$ cat src/rtl/mc_ctrl.sv
// Multi-cycle FETCH/DECODE/EXEC/MEM/WB sequencing controller for the MIPS datapath.
// Optional macro MC_CTRL_PERF_EN adds free-running cycle_cnt and instr_cnt outputs.
module mc_ctrl #(
    parameter int FETCH_WAIT = 0
) (
    input  logic        clk,
    input  logic        reset,
    input  logic [5:0]  opcode,
    input  logic [5:0]  func,
    input  logic        zero,
    output logic [2:0]  state,
    output logic        pc_we,
    output logic        ir_we,
    output logic        rf_we,
    output logic        dm_we,
    output logic [1:0]  npc_op,
    output logic [1:0]  alu_op,
    output logic        ext_op,
    output logic        alub_sel,
    output logic [1:0]  rfa3_sel,
    output logic [1:0]  rfwd_sel,
    output logic        instr_done
`ifdef MC_CTRL_PERF_EN
    ,
    output logic [31:0] cycle_cnt,
    output logic [31:0] instr_cnt
`endif
);

    typedef enum logic [2:0] {
        S_FETCH  = 3'd0,
        S_DECODE = 3'd1,
        S_EXEC   = 3'd2,
        S_MEM    = 3'd3,
        S_WB     = 3'd4
    } state_t;

    typedef enum logic [3:0] {
        C_NOP, C_ADDU, C_SUBU, C_JR, C_ORI, C_LUI, C_LW, C_SW, C_BEQ, C_J, C_JAL
    } cls_t;

    state_t     st;
    cls_t       cls_q;
    cls_t       cls_dec;
    cls_t       cls;
    logic [3:0] wcnt;
    logic       fetch_last;

    assign fetch_last = (wcnt == 4'(FETCH_WAIT));
    // DECODE acts on the live IR fields; later states use the latched class
    assign cls = (st == S_DECODE) ? cls_dec : cls_q;

    always_comb begin
        cls_dec = C_NOP;
        case (opcode)
            6'b000000: begin
                case (func)
                    6'b100001: cls_dec = C_ADDU;
                    6'b100011: cls_dec = C_SUBU;
                    6'b001000: cls_dec = C_JR;
                    default:   cls_dec = C_NOP;
                endcase
            end
            6'b001101: cls_dec = C_ORI;
            6'b001111: cls_dec = C_LUI;
            6'b100011: cls_dec = C_LW;
            6'b101011: cls_dec = C_SW;
            6'b000100: cls_dec = C_BEQ;
            6'b000010: cls_dec = C_J;
            6'b000011: cls_dec = C_JAL;
            default:   cls_dec = C_NOP;
        endcase
    end

    always_ff @(posedge clk or posedge reset) begin
        if (reset) begin
            st    <= S_FETCH;
            wcnt  <= '0;
            cls_q <= C_NOP;
        end else begin
            wcnt <= '0;
            case (st)
                S_FETCH: begin
                    if (fetch_last) st <= S_DECODE;
                    else            wcnt <= wcnt + 4'd1;
                end
                S_DECODE: begin
                    cls_q <= cls_dec;
                    case (cls_dec)
                        C_J, C_JAL, C_JR, C_NOP: st <= S_FETCH;
                        default:                 st <= S_EXEC;
                    endcase
                end
                S_EXEC: begin
                    case (cls_q)
                        C_LW, C_SW:                    st <= S_MEM;
                        C_ADDU, C_SUBU, C_ORI, C_LUI:  st <= S_WB;
                        default:                       st <= S_FETCH;
                    endcase
                end
                S_MEM:   st <= (cls_q == C_LW) ? S_WB : S_FETCH;
                default: st <= S_FETCH;
            endcase
        end
    end

    always_comb begin
        pc_we      = 1'b0;
        ir_we      = 1'b0;
        rf_we      = 1'b0;
        dm_we      = 1'b0;
        npc_op     = 2'd0;
        alu_op     = 2'd0;
        ext_op     = 1'b0;
        alub_sel   = 1'b0;
        rfa3_sel   = 2'd0;
        rfwd_sel   = 2'd0;
        instr_done = 1'b0;
        case (st)
            S_FETCH: begin
                ir_we = fetch_last;
                pc_we = fetch_last;
            end
            S_DECODE: begin
                case (cls)
                    C_J: begin
                        pc_we = 1'b1; npc_op = 2'd2; instr_done = 1'b1;
                    end
                    C_JAL: begin
                        pc_we = 1'b1; npc_op = 2'd2; instr_done = 1'b1;
                        rf_we = 1'b1; rfa3_sel = 2'd2; rfwd_sel = 2'd2;
                    end
                    C_JR: begin
                        pc_we = 1'b1; npc_op = 2'd3; instr_done = 1'b1;
                    end
                    C_NOP:   instr_done = 1'b1;
                    default: ;
                endcase
            end
            S_EXEC: begin
                case (cls)
                    C_SUBU: alu_op = 2'd1;
                    C_ORI: begin
                        alu_op = 2'd2; alub_sel = 1'b1;
                    end
                    C_LUI: begin
                        alu_op = 2'd3; alub_sel = 1'b1;
                    end
                    C_LW, C_SW: begin
                        alub_sel = 1'b1; ext_op = 1'b1;
                    end
                    C_BEQ: begin
                        alu_op = 2'd1; ext_op = 1'b1; npc_op = 2'd1;
                        pc_we = zero; instr_done = 1'b1;
                    end
                    default: ;
                endcase
            end
            S_MEM: begin
                dm_we      = (cls == C_SW);
                instr_done = (cls == C_SW);
            end
            S_WB: begin
                rf_we      = 1'b1;
                instr_done = 1'b1;
                rfa3_sel   = (cls == C_ADDU || cls == C_SUBU) ? 2'd0 : 2'd1;
                rfwd_sel   = (cls == C_LW) ? 2'd1 : 2'd0;
            end
            default: ;
        endcase
        // State is already FETCH under reset, but FETCH itself may assert writes
        if (reset) begin
            pc_we = 1'b0; ir_we = 1'b0; rf_we = 1'b0; dm_we = 1'b0;
            npc_op = 2'd0; alu_op = 2'd0; ext_op = 1'b0; alub_sel = 1'b0;
            rfa3_sel = 2'd0; rfwd_sel = 2'd0; instr_done = 1'b0;
        end
    end

    assign state = st;

`ifdef MC_CTRL_PERF_EN
    always_ff @(posedge clk or posedge reset) begin
        if (reset) begin
            cycle_cnt <= '0;
            instr_cnt <= '0;
        end else begin
            cycle_cnt <= cycle_cnt + 32'd1;
            if (instr_done) instr_cnt <= instr_cnt + 32'd1;
        end
    end
`endif

endmodule

$ cat config.mk
export PLATFORM = sky130hd
export DESIGN_NAME = mc_ctrl
export DESIGN_NICKNAME = d
export VERILOG_FILES = /design/src/rtl/mc_ctrl.sv
export SDC_FILE = /design/constraint.sdc
export NUM_CORES = 1
export LEC_CHECK = 0
export CORE_UTILIZATION = 47
export CTS_CLUSTER_SIZE = 8
export DETAILED_ROUTE_END_ITERATION = 10
export GPL_ROUTABILITY_DRIVEN = 0
export MAX_ROUTING_LAYER = met4
export PLACE_DENSITY = 0.79
export RECOVER_POWER = 50
export SETUP_SLACK_MARGIN = 0.4
export SYNTH_ARGS = -nofsm -noshare
export SYNTH_HDL_FRONTEND = slang
export SYNTH_SLANG_ARGS = --single-unit
$ cat constraint.sdc
create_clock -name clk -period 2.74 [get_ports clk]
set_clock_uncertainty 0.05 [all_clocks]
set_input_delay 0.274 -clock clk [delete_from_list [all_inputs] [get_ports clk]]
set_output_delay 0.274 -clock clk [all_outputs]
set_load 0.01 [all_outputs]
==> impl_metrics.prom, run 1 <==
# TYPE chip_impl_metric gauge
chip_impl_metric{name="grt_usage",unit=""} 0.690
chip_impl_metric{name="syn-instance-count",unit=""} 143
chip_impl_metric{name="post_synth_edffs",unit=""} 0
chip_impl_metric{name="die_width",unit="um"} 51.4
chip_impl_metric{name="placed_cells",unit=""} 230
chip_impl_metric{name="design.portCount",unit=""} 33
chip_impl_info{name="worst_path_end_type",value="output port"} 1
chip_impl_metric{name="cts-htree-levels",unit=""} 1
chip_impl_info{name="status",value="did not finish"} 1
chip_impl_metric{name="synth_fp_nets",unit=""} 160
chip_impl_metric{name="pin_count_of_the_biggest_net_entering_global_routing",unit=""} 14
chip_impl_info{name="ys_dominant_reg_cell",value="sky130_fd_sc_hd__dfrtp_1"} 1
chip_impl_metric{name="synth_top_area_share",unit=""} 0.240
chip_impl_metric{name="cts-buffers-inserted",unit=""} 3
chip_impl_metric{name="syn_area_per_cell",unit="um^2"} 8.01
chip_impl_info{name="yosysTopAreaCell",value="sky130_fd_sc_hd__dfrtp_1"} 1
chip_impl_metric{name="cts-root-to-sink-buffers",unit=""} 2
chip_impl_info{name="error_line",value="[ERROR GRT-0232] Routing congestion too high. Check the congestion heatmap in the GUI."} 1
chip_impl_metric{name="synth_simple_gate_area_frac",unit=""} 0.384
chip_impl_info{name="largest_family_of_logic_cells_by_synthesized_area",value="simple AND/OR/NAND/NOR gates"} 1
chip_impl_metric{name="synth-seq-cells",unit=""} 11
chip_impl_metric{name="place_worst_setup_slack",unit="ns"} -0.468
chip_impl_info{name="failed_stage",value="global routing (5_1_grt)"} 1
chip_impl_info{name="post_synth_main_area_contributors",value="sky130_fd_sc_hd__dfrtp_1, sky130_fd_sc_hd__nor2_1, sky130_fd_sc_hd__nor3_1, sky130_fd_sc_hd__nand3_1, sky130_fd_sc_hd__a21oi_1"} 1
chip_impl_metric{name="synth-compound-area-share",unit=""} 0.227
chip_impl_metric{name="clkSinkCount",unit=""} 11
chip_impl_info{name="clock-root-buffer",value="sky130_fd_sc_hd__clkbuf_4"} 1
chip_impl_metric{name="synth_xor_xnor_area_share",unit=""} 0.0383
chip_impl_metric{name="synth_cell_type_count",unit=""} 51
chip_impl_metric{name="placement_rows",unit=""} 17
chip_impl_metric{name="start_util",unit=""} 0.508
chip_impl_info{name="grt_worst_setup_endpoint",value="alu_op[0]"} 1
chip_impl_metric{name="ys_async_rst_share",unit=""} 1.00
chip_impl_metric{name="die_h",unit="um"} 51.4
chip_impl_metric{name="synth_fa_ha_area_frac",unit=""} 0.0219
chip_impl_metric{name="synth_sequential_area_ratio",unit=""} 0.240
chip_impl_metric{name="synth.mux.area_fraction",unit=""} 0.0361
chip_impl_metric{name="placement.io_buffers",unit=""} 32
chip_impl_metric{name="dp.final_hpwl",unit="mm"} 2.84
chip_impl_metric{name="grt_overflow",unit=""} 12
chip_impl_metric{name="synthesis_warnings",unit=""} 0
chip_impl_metric{name="synth_area",unit="um^2"} 1140
cell usage after synthesis (2+ instances only):
library cell,instances
sky130_fd_sc_hd__a211oi_1,2
sky130_fd_sc_hd__xnor2_1,2
sky130_fd_sc_hd__nand2b_1,4
sky130_fd_sc_hd__nand2_1,9
sky130_fd_sc_hd__dfrtp_1,11
sky130_fd_sc_hd__nor4_1,3
sky130_fd_sc_hd__a21oi_1,7
sky130_fd_sc_hd__nor3b_1,2
sky130_fd_sc_hd__nand3b_1,4
sky130_fd_sc_hd__and2_1,2
sky130_fd_sc_hd__clkbuf_1,2
sky130_fd_sc_hd__ha_1,2
sky130_fd_sc_hd__mux2i_1,3
sky130_fd_sc_hd__nor2_1,15
sky130_fd_sc_hd__nand4_1,2
sky130_fd_sc_hd__buf_2,3
sky130_fd_sc_hd__or3_1,2
sky130_fd_sc_hd__nor2b_1,3
sky130_fd_sc_hd__o31ai_1,2
sky130_fd_sc_hd__nand3_1,9
sky130_fd_sc_hd__nand4b_1,2
sky130_fd_sc_hd__a31oi_1,2
sky130_fd_sc_hd__o21ai_0,3
sky130_fd_sc_hd__o32ai_1,2
sky130_fd_sc_hd__inv_1,7
sky130_fd_sc_hd__or3b_1,2
sky130_fd_sc_hd__xor2_1,3
sky130_fd_sc_hd__nor3_1,10
stage by stage:
step / util / instance area (um^2) / hold WS, ns
2_1_floorplan: - / 1140 / 0.289
3_3_place_gp: 0.764 / 1720 / 0.437
3_5_place_dp: 0.764 / 1720 / 0.445
4_1_cts: 0.885 / 2000 / 0.197
cell families after synthesis:
| family | after synthesis |
|---|---|
| adders and majority gates | 2 |
| buffers and inverters | 14 |
| DFF | 11 |
| AOI/OAI and AO/OA | 30 |
| and+or+nand+nor | 77 |
| muxes | 4 |
| xor gates and xnor gates | 5 |
routing by layer:
metal,GRT overflow,global-route usage
met4,9,0.815
met1,0,0.630
met3,0,0.423
met2,3,0.897
met5,-,-
timing repair:
item	in CTS
cloned	0
gates resized for setup	121
hold endpoints to repair	0
pin swaps	17
hold buffers	0
buffers inserted	19
endpoints found under the setup margin	15
==> run 2: changes to the inputs <==
CORE_AREA = 2 2 63 65   (was default)
CORE_UTILIZATION = default   (was 47)
CTS_CLUSTER_SIZE = default   (was 8)
DIE_AREA = 0 0 65 67   (was default)
MAX_ROUTING_LAYER = default   (was met4)
PLACE_DENSITY = default   (was 0.79)
PLACE_DENSITY_LB_ADDON = 0.15   (was default)
SETUP_SLACK_MARGIN = default   (was 0.4)
==> impl_metrics.prom, run 2 <==
# TYPE chip_impl_metric gauge
chip_impl_metric{name="synth_area",unit="um^2"} 1140
chip_impl_metric{name="fill_cells",unit=""} 360
chip_impl_metric{name="detail_routed_via_count_per_cell",unit=""} 5.17
chip_impl_metric{name="synth_cell_type_count",unit=""} 51
chip_impl_metric{name="via_count_of_the_first_global_routing_pass",unit=""} 1343
chip_impl_metric{name="final_nets",unit=""} 233
chip_impl_metric{name="layout-area-overhead-vs-synth",unit="%"} 65.6
chip_impl_metric{name="place_worst_setup_slack",unit="ns"} -0.486
chip_impl_info{name="ys_dominant_reg_cell",value="sky130_fd_sc_hd__dfrtp_1"} 1
chip_impl_metric{name="dieArea",unit="um^2"} 4360
chip_impl_metric{name="post_synth_edffs",unit=""} 0
chip_impl_info{name="min-delay-path-class",value="flip-flop to flip-flop"} 1
chip_impl_metric{name="cts-buffers-inserted",unit=""} 3
chip_impl_metric{name="detailed_router_iteration_count_before_antenna_repair",unit=""} 4
chip_impl_metric{name="dp.final_hpwl",unit="mm"} 2.75
chip_impl_info{name="min_to",value="wcnt[0]"} 1
chip_impl_info{name="worst_r2r_endpoint",value="state[1]"} 1
chip_impl_metric{name="drt_first_iter_violations",unit=""} 79
chip_impl_metric{name="worst_r2r_path_depth",unit=""} 8
chip_impl_metric{name="synth_xor_xnor_area_share",unit=""} 0.0383
chip_impl_info{name="setup.worst_path.class",value="flip-flop to output port"} 1
chip_impl_info{name="start_kind",value="flip-flop"} 1
chip_impl_metric{name="crit_required",unit="ns"} 2.42
chip_impl_info{name="yosysTopAreaCell",value="sky130_fd_sc_hd__dfrtp_1"} 1
chip_impl_metric{name="pin_count_of_the_biggest_net_entering_global_routing",unit=""} 13
chip_impl_metric{name="synthesis_warnings",unit=""} 0
chip_impl_metric{name="placement_rows",unit=""} 22
chip_impl_info{name="mostFrequentLayoutCell",value="sky130_fd_sc_hd__buf_4"} 1
chip_impl_metric{name="period_share",unit=""} 0.958
chip_impl_metric{name="utilization",unit=""} 0.526
chip_impl_metric{name="placement.io_buffers",unit=""} 32
chip_impl_metric{name="layout-drive-gt1-share",unit=""} 0.344
chip_impl_metric{name="syn-instance-count",unit=""} 143
chip_impl_metric{name="power_density",unit="nW/um^2"} 549
chip_impl_metric{name="cp_slowest_stage_delay",unit="ns"} 0.54
chip_impl_metric{name="synth-seq-cells",unit=""} 11
chip_impl_info{name="min_delay_startpoint",value="wcnt[0]"} 1
chip_impl_info{name="crit_path_cell_trace",value="or3b_4, a211oi_4, a31oi_1, buf_4, nor2_1, clkdlybuf4s50_1"} 1
chip_impl_metric{name="die_h",unit="um"} 67
chip_impl_metric{name="cts-root-to-sink-buffers",unit=""} 2
chip_impl_metric{name="ys_async_rst_share",unit=""} 1.00
chip_impl_metric{name="clock_latency",unit="ns"} 0.25
chip_impl_metric{name="final.min_clock_period",unit="ns"} 2.62
chip_impl_metric{name="setup_violations",unit=""} 0
chip_impl_metric{name="routed_wirelength",unit="mm"} 3.62
chip_impl_metric{name="maxCapViolCount",unit=""} 0
chip_impl_info{name="yosys-top-cells-count",value="sky130_fd_sc_hd__nor2_1, sky130_fd_sc_hd__dfrtp_1, sky130_fd_sc_hd__nor3_1"} 1
chip_impl_metric{name="die_width",unit="um"} 65
chip_impl_info{name="slowest_stage_cell_crit_path",value="sky130_fd_sc_hd__clkdlybuf4s50_1"} 1
chip_impl_info{name="setup.worst_path.end_class",value="output port"} 1
chip_impl_metric{name="crit_arrival",unit="ns"} 2.30
chip_impl_metric{name="path_max_fanout",unit=""} 4
chip_impl_metric{name="tightestPinTransition",unit="ns"} 0.507
chip_impl_info{name="layout.cells.most_common_list",value="sky130_fd_sc_hd__buf_4, sky130_fd_sc_hd__nor2_1, sky130_fd_sc_hd__dlygate4sd2_1"} 1
chip_impl_metric{name="fmax",unit="MHz"} 381
chip_impl_metric{name="detail-route-antenna-nets",unit=""} 0
chip_impl_info{name="tritoncts",value="yes"} 1
chip_impl_info{name="largest_family_of_logic_cells_by_synthesized_area",value="simple AND/OR/NAND/NOR gates"} 1
chip_impl_metric{name="synth-compound-area-share",unit=""} 0.227
chip_impl_metric{name="syn_area_per_cell",unit="um^2"} 8.01
chip_impl_metric{name="worst_slack",unit="ns"} 0.116
chip_impl_info{name="r2r-start",value="state[1]"} 1
chip_impl_metric{name="synth.mux.area_fraction",unit=""} 0.0361
chip_impl_metric{name="clkSinkCount",unit=""} 11
chip_impl_metric{name="initial_antenna_violation_count",unit=""} 0
chip_impl_metric{name="timing.slew.headroom",unit=""} 0.659
chip_impl_metric{name="core_region_area",unit="um^2"} 3610
chip_impl_metric{name="grt_overflow",unit=""} 0
chip_impl_metric{name="ant_diodes",unit=""} 0
chip_impl_metric{name="synth_top_area_share",unit=""} 0.240
chip_impl_metric{name="synth_fa_ha_area_frac",unit=""} 0.0219
chip_impl_info{name="yosysMostFrequentCell",value="sky130_fd_sc_hd__nor2_1"} 1
chip_impl_metric{name="cts-htree-levels",unit=""} 1
chip_impl_metric{name="synth_sequential_area_ratio",unit=""} 0.240
chip_impl_metric{name="hold_depth",unit=""} 1
chip_impl_metric{name="vdd_ir_drop_max",unit="uV"} 226
chip_impl_metric{name="clock_slew_at_the_register_clock_pins_of_the_worst_setup_and_hold_paths",unit="ns"} 0.05
chip_impl_metric{name="start_util",unit=""} 0.317
chip_impl_metric{name="synth_fp_nets",unit=""} 160
chip_impl_metric{name="routed-via-count",unit=""} 1360
chip_impl_info{name="clock-root-buffer",value="sky130_fd_sc_hd__clkbuf_8"} 1
chip_impl_metric{name="p_leak",unit="nW"} 0.834
chip_impl_metric{name="worst-r2r-setup-slack",unit="ns"} 0.47
chip_impl_metric{name="hold_violations",unit=""} 0
chip_impl_info{name="post_synth_main_area_contributors",value="sky130_fd_sc_hd__dfrtp_1, sky130_fd_sc_hd__nor2_1, sky130_fd_sc_hd__nor3_1, sky130_fd_sc_hd__nand3_1, sky130_fd_sc_hd__a21oi_1"} 1
chip_impl_metric{name="report.final.slew_viol_count",unit=""} 0
chip_impl_metric{name="grt_usage",unit=""} 0.187
chip_impl_metric{name="synth_simple_gate_area_frac",unit=""} 0.384
chip_impl_info{name="status",value="completed"} 1
chip_impl_metric{name="wire_per_inst",unit="um"} 13.8
chip_impl_metric{name="route.detailed.drc",unit=""} 0
chip_impl_metric{name="design.portCount",unit=""} 33
chip_impl_metric{name="wire_length_of_the_first_global_routing_pass",unit="mm"} 6.25
==> run 2: final cells by class <==
cell class	instances	area, um^2	area share
Tap cell	48	60.1	0.0317
Inverter	7	26.3	0.0139
Sequential cell	11	277	0.146
Timing Repair Buffer	75	599	0.316
Clock inverter	1	5.00	0.00264
Multi-Input combinational cell	118	887	0.468
Clock buffer	3	41.3	0.0218
==> run 2: metrics by stage <==
step	area, um^2	power [mW]	setup TNS (ns)	std cells	hold WS, ns
2_1_floorplan	1140	0.548	0	143	0.289
3_3_place_gp	1750	0.819	-4.40	250	0.431
3_5_place_dp	1750	0.827	-5.34	250	0.454
4_1_cts	1880	1.02	0	261	0.345
5_1_grt	1900	1.12	-0.00936	263	0.488
6_report	1900	1.04	0	263	0.452
==> run 2: timing repair <==
action,4_1_cts,5_1_grt
buffers inserted,7,2
hold buffers,0,0
resized for setup,42,13
endpoints found under the setup margin,13,8
pin swaps,10,4
==> run 2: power breakdown <==
part / switching (mW) / internal (mW) / total, mW / leakage (nW)
combinational: 0.342 / 0.310 / 0.652 / 0.662
clock: 0.0702 / 0.101 / 0.171 / 0.0255
sequential: 0.0294 / 0.188 / 0.217 / 0.147
total: 0.441 / 0.599 / 1.04 / 0.834
==> run 2: worst max-delay path: cells and delay by family (launching register included) <==
kind                   cells  cell delay, ns
flip-flops                 1            0.42
buffers and inverters      2            0.72
AND/OR/NAND/NOR            2            0.53
AO/OA/AOI/OAI              2            0.38
==> run 2: routing by layer <==
layer	up-vias	global-route usage	share of wire
met5	-	0	0
met4	0	0.0878	0.020
met3	5	0.0169	0.036
met2	28	0.320	0.51
met1	649	0.238	0.43
li1	678	-	-
==> run 2: how the worst max path moves through the flow <==
stage | startpoint | to | slack (ns)
2_1_floorplan | state[2] | rfwd_sel[1] | 0.42
3_3_place_gp | func[0] | instr_done | -0.43
3_5_place_dp | func[3] | dm_we | -0.49
4_1_cts | opcode[3] | npc_op[0] | 0.07
5_1_grt | opcode[1] | rf_we | -0.009
6_report | state[1] | alub_sel | 0.12
==> run 2: kinds of logic (layout without fill, tap and decap cells) <==
| kind of cell | Yosys count | count (layout) |
|---|---|---|
| AND/OR/NAND/NOR | 77 | 77 |
| AO/OA/AOI/OAI | 30 | 30 |
| buffers and inverters | 14 | 86 |
| flip-flops | 11 | 11 |
| XOR/XNOR | 5 | 5 |
| multiplexers | 4 | 4 |
| adder cells (fa/ha/maj) | 2 | 2 |
No activity file was read; power rests on OpenSTA's default activity.
